File: src/rtl/alu_result_stage.sv
// ALU result stage: 2-entry skid FIFO that registers the ALU result, flags,
// destination and a jump decision. Define JUMP_CNT_EN to add the jump_cnt counter port.
module alu_result_stage (
  input  logic        clk,
  input  logic        rst,
  input  logic [15:0] alu_out,
  input  logic        alu_zr,
  input  logic        alu_ng,
  input  logic [2:0]  dest_in,
  input  logic [2:0]  jmp_in,
  input  logic        in_valid,
  output logic        in_ready,
  output logic [15:0] res_out,
  output logic        zr_out,
  output logic        ng_out,
  output logic [2:0]  dest_out,
  output logic        jump_taken,
  output logic        out_valid,
  input  logic        out_ready
`ifdef JUMP_CNT_EN
  ,
  output logic [15:0] jump_cnt
`endif
);

  typedef struct packed {
    logic [15:0] res;
    logic        zr;
    logic        ng;
    logic [2:0]  dest;
    logic        jump;
  } entry_t;

  entry_t      mem_q [2];
  entry_t      mem_d [2];
  entry_t      new_entry;
  entry_t      head;
  logic        wr_ptr_q, wr_ptr_d;
  logic        rd_ptr_q, rd_ptr_d;
  logic [1:0]  count_q, count_d;
  logic        init_q;
  logic        push, pop;

  // init_q keeps in_ready low while in reset and releases it on the first edge after.
  assign in_ready  = init_q && (count_q < 2'd2);
  assign out_valid = (count_q != 2'd0);
  assign push      = in_valid && in_ready;
  assign pop       = out_valid && out_ready;
  assign head      = mem_q[rd_ptr_q];

  // NOTE: storage is not reset; outputs are masked by out_valid instead, so the
  // reset value is defined without clearing the data array.
  assign res_out    = out_valid ? head.res  : 16'h0000;
  assign zr_out     = out_valid ? head.zr   : 1'b0;
  assign ng_out     = out_valid ? head.ng   : 1'b0;
  assign dest_out   = out_valid ? head.dest : 3'b000;
  assign jump_taken = out_valid ? head.jump : 1'b0;

  always_comb begin
    new_entry.res  = alu_out;
    new_entry.zr   = alu_zr;
    new_entry.ng   = alu_ng;
    new_entry.dest = dest_in;
    new_entry.jump = (jmp_in[2] & alu_ng) | (jmp_in[1] & alu_zr) |
                     (jmp_in[0] & ~alu_ng & ~alu_zr);
  end

  // NOTE: every signal written here gets a default first so no latch is inferred.
  always_comb begin
    mem_d    = mem_q;
    wr_ptr_d = wr_ptr_q ^ push;
    rd_ptr_d = rd_ptr_q ^ pop;
    count_d  = count_q;
    if (push) mem_d[wr_ptr_q] = new_entry;
    case ({push, pop})
      2'b10:   count_d = count_q + 2'd1;
      2'b01:   count_d = count_q - 2'd1;
      default: count_d = count_q;
    endcase
  end

  // NOTE: sequential state uses non-blocking assignments so every flop samples
  // the pre-edge value of its neighbours.
  always_ff @(posedge clk or posedge rst) begin
    if (rst) begin
      wr_ptr_q <= 1'b0;
      rd_ptr_q <= 1'b0;
      count_q  <= 2'd0;
      init_q   <= 1'b0;
    end else begin
      wr_ptr_q <= wr_ptr_d;
      rd_ptr_q <= rd_ptr_d;
      count_q  <= count_d;
      init_q   <= 1'b1;
    end
  end

  always_ff @(posedge clk) begin
    mem_q <= mem_d;
  end

`ifdef JUMP_CNT_EN
  logic [15:0] jump_cnt_q, jump_cnt_d;

  always_comb begin
    jump_cnt_d = jump_cnt_q;
    if (pop && head.jump && (jump_cnt_q != 16'hFFFF)) jump_cnt_d = jump_cnt_q + 16'd1;
  end

  always_ff @(posedge clk or posedge rst) begin
    if (rst) jump_cnt_q <= 16'h0000;
    else     jump_cnt_q <= jump_cnt_d;
  end

  assign jump_cnt = jump_cnt_q;
`endif

endmodule
File: config.mk
export PLATFORM = sky130hd
export DESIGN_NAME = alu_result_stage
export DESIGN_NICKNAME = d
export VERILOG_FILES = /design/src/rtl/alu_result_stage.sv
export SDC_FILE = /design/constraint.sdc
export NUM_CORES = 1
export LEC_CHECK = 0
export ABC_AREA = 1
export BUFFER_PORTS_ARGS = -buffer_cell sky130_fd_sc_hd__buf_2
export CAP_MARGIN = 30
export CORE_ASPECT_RATIO = 1.5
export CORE_MARGIN = 2
export CORE_UTILIZATION = 43
export DETAILED_ROUTE_END_ITERATION = 8
export HOLD_SLACK_MARGIN = 0.12
export PLACE_DENSITY_LB_ADDON = 0.25
export SLEW_MARGIN = 10
export SYNTH_ARGS = -nofsm -noshare
export SYNTH_HDL_FRONTEND = slang
export SYNTH_SLANG_ARGS = --single-unit
File: constraint.sdc
create_clock -name clk -period 3.1 [get_ports clk]
set_input_delay 0.31 -clock clk [delete_from_list [all_inputs] [get_ports clk]]
set_output_delay 0.31 -clock clk [all_outputs]
set_load 0.005 [all_outputs]
==> impl_metrics.py <==
metrics = {
    "outcome": {
        "status": "completed",
    },
    "clock_tree": {
        "clk_latency_ps": 300,
        "clock_sinks": 49,
        "cts_tree": "done",
        "clkTransAtPathRegs_ps": 80,
        "cts_max_level": 2,
        "cts-root-buf": "clkbuf_8",
        "post_cts_buffers": 0,
        "cts_resized": 0,
        "clockBufferDepth": 2,
        "hold_buffers": 1,
        "cts_buffers": 5,
    },
    "logic_synthesis": {
        "synth_top_area_share_pct": 67.0,
        "yosys.cell_count.top_type": "nand2_1",
        "yosys-top-cells-count": "nand2_1 (53), edfxtp_1 (44), a21oi_1 (18)",
        "ys_ff_latch": 49,
        "syn_nets": 187,
        "ys_types": 19,
        "synth_seq_area_share_pct": 73.3,
        "synth_area_um2": 1970,
        "synth.avg_cell_area_um2": 12.6,
        "async_flop_share_pct": 10.2,
        "synth_area_leaders": "edfxtp_1 (67%), nand2_1 (10%), dfrtp_1 (6.3%)",
        "synth_edf_count": 44,
        "ys.flop_type": "edfxtp_1",
        "ys_warn_count": 0,
        "yosysTopAreaCell": "edfxtp_1",
        "syn_inst": 156,
    },
    "timing": {
        "fin_crit_sh_pct": 61.7,
        "layout_min_cycle_time_ps": 1910,
        "timing.hold.ws_ps": 199,
        "slew_viol_final": 0,
        "hold_viol": 0,
        "timing.setup.tns_ps": 0,
        "tightestPinTransition_ps": 658,
        "fmax_mhz": 522,
        "setup_viol": 0,
        "relSlewSlack_pct": 56.0,
        "rsz0062_at_grt": "no",
        "skew_ps": 6.96,
    },
    "hold_path": {
        "hp-start": "alu_out[3]",
        "holdPathStages": 1,
        "hp-class": "in -> reg",
        "holdPathEnd": "mem_q[9]$_DFFE_PP_",
    },
    "final_layout": {
        "area_growth_pct": 18.8,
        "finalNetCount": 243,
        "drive_gt1_share_pct": 31.9,
        "n_antenna_cell": 0,
    },
    "global_route": {
        "grt_overflow": 0,
        "grt_pass1_wl_um": 5530,
        "grt_max_degree": 26,
        "antenna_found_initial": 0,
        "grt_usage_pct": 14.8,
        "grt_pass1_vias": 1234,
    },
    "routing": {
        "drtPass1Iterations": 4,
        "wl_met1_um": 1510,
        "drc": 0,
        "ant_nets": 0,
        "wire_per_inst_um": 13.7,
        "via_count": 1291,
        "wl_um": 3570,
        "viasPerCell": 4.95,
        "first_iter_violations": 35,
        "routed-wl-met2_um": 1810,
        "top_layer_used": "met4",
        "wl_met3_um": 185,
    },
    "pwr": {
        "switching_share_pct": 34.3,
        "switching_power_w": 0.000646,
        "max-vdd-ir-drop_v": 0.000394,
        "power.density_nw_per_um2": 803,
        "leakagePower_nw": 1.00,
        "internal_power_w": 0.00124,
        "combPwrFrac_pct": 35.9,
        "p_seq_share_pct": 45.6,
        "clkPwrFrac_pct": 18.5,
        "power.total_w": 0.00188,
    },
    "placed_design": {
        "routabilityCongestion": 0.685,
        "port_buffers": 51,
        "detailedPlacementHpwl_um": 2360,
    },
    "worst_setup_path": {
        "worstReg2RegStart": "count_q[1]$_DFFE_PP0P_",
        "ff2ff_setup_slack_ps": 1260,
        "worstPathRequired_ps": 2790,
        "critPathLaunchType": "flip-flop",
        "reg2regPathDepth": 7,
        "worst-path-max-fanout": 25,
        "startpoint": "count_q[1]$_DFFE_PP0P_",
        "reg2reg_to": "count_q[1]$_DFFE_PP0P_",
        "arrival_ps": 1600,
        "crit_type": "reg -> out",
        "endpoint_kind": "output port",
    },
    "die": {
        "row_count": 30,
        "die_area_um2": 5160,
        "start_util_pct": 44.2,
        "die-height_um": 87.0,
        "die_w_um": 59.3,
        "io_pins": 52,
        "core_um2": 4470,
    },
    "run": {
        "drv_cap": 0,
    },
}
-- through the flow --
| step | std cells | utilization [%] | cell area [um2] | worst slack (ps) |
|---|---|---|---|---|
| floorplan | 156 | - | 1970 | 1380 |
| global placement | 252 | 50.4 | 2250 | 1300 |
| detailed placement | 252 | 50.4 | 2250 | 1250 |
| CTS | 261 | 52.5 | 2340 | 1170 |
| global route | 261 | 52.5 | 2340 | 1110 |
| finish | 261 | 52.5 | 2340 | 1190 |
-- cells by family (layout without fill, tap and decap cells) --
group / Yosys count / after routing / share of synthesized area, %
compound gates: 23 / 23 / 6.59
xor+xnor: 1 / 1 / 0.444
fa+ha+maj: 3 / 3 / 1.90
buf+inv: 18 / 75 / 5.20
flops: 49 / 49 / 73.3
other cells: 1 / 1 / 0.190
simple gates: 61 / 61 / 12.4
-- worst max path at each step --
stage / end / slack [ps]
floorplan: mem_q[0]$_DFFE_PP_ / 1380
global placement: count_q[1]$_DFFE_PP0P_ / 1300
detailed placement: count_q[1]$_DFFE_PP0P_ / 1250
CTS: res_out[15] / 1170
global route: res_out[15] / 1110
finish: res_out[15] / 1190
-- critical path, cell delays in order (launching register included) --
cell and delay (ps):
dfrtp_1 440, nor2_4 550, a21oi_1 140, buf_2 170
-- power groups by stage --
stage / clock network [W] / registers (W) / logic (W)
floorplan: 0 / 0.000876 / 0.000456
global placement: 0 / 0.000871 / 0.000683
detailed placement: 0 / 0.000875 / 0.000691
CTS: 0.000359 / 0.000860 / 0.000697
global route: 0.000389 / 0.000867 / 0.000773
finish: 0.000349 / 0.000860 / 0.000676
-- cell usage in the layout (no fill, tap or decap) --
master	count
a21oi_1	18
a21oi_2	4
buf_2	51
buf_4	3
clkbuf_1	2
clkbuf_8	5
clkinv_2	1
conb_1	1
dfrtp_1	5
dlygate4sd3_1	1
edfxtp_1	44
ha_1	3
inv_1	10
inv_2	2
nand2_1	53
nand2_2	1
nand3_1	2
nand4_1	1
nor2_1	3
nor2_4	1
o21ai_0	1
xnor2_1	1
-- routing by layer --
metal,global-route usage (%),up-vias
met4,6.20,0
met3,4.61,7
met2,24.9,41
met1,17.1,607
met5,0,-
li1,-,636
-- cell type report --
| class | instances | area (um2) |
|---|---|---|
| Inverter | 12 | 45.0 |
| Sequential cell | 49 | 1450 |
| Clock inverter | 1 | 5.00 |
| Timing Repair Buffer | 55 | 288 |
| Clock buffer | 7 | 76.3 |
| Tap cell | 48 | 60.1 |
| Multi-Input combinational cell | 89 | 424 |
| Fill cell | 409 | 2120 |
-- state kept, by name, indices dropped and copies added (netlist names) --
| name | flops |
|---|---|
| rd_ptr_q | 1 |
| wr_ptr_q | 1 |
| mem_q | 44 |
| count_q | 2 |
| init_q | 1 |
(Power assumes the default switching activity.)
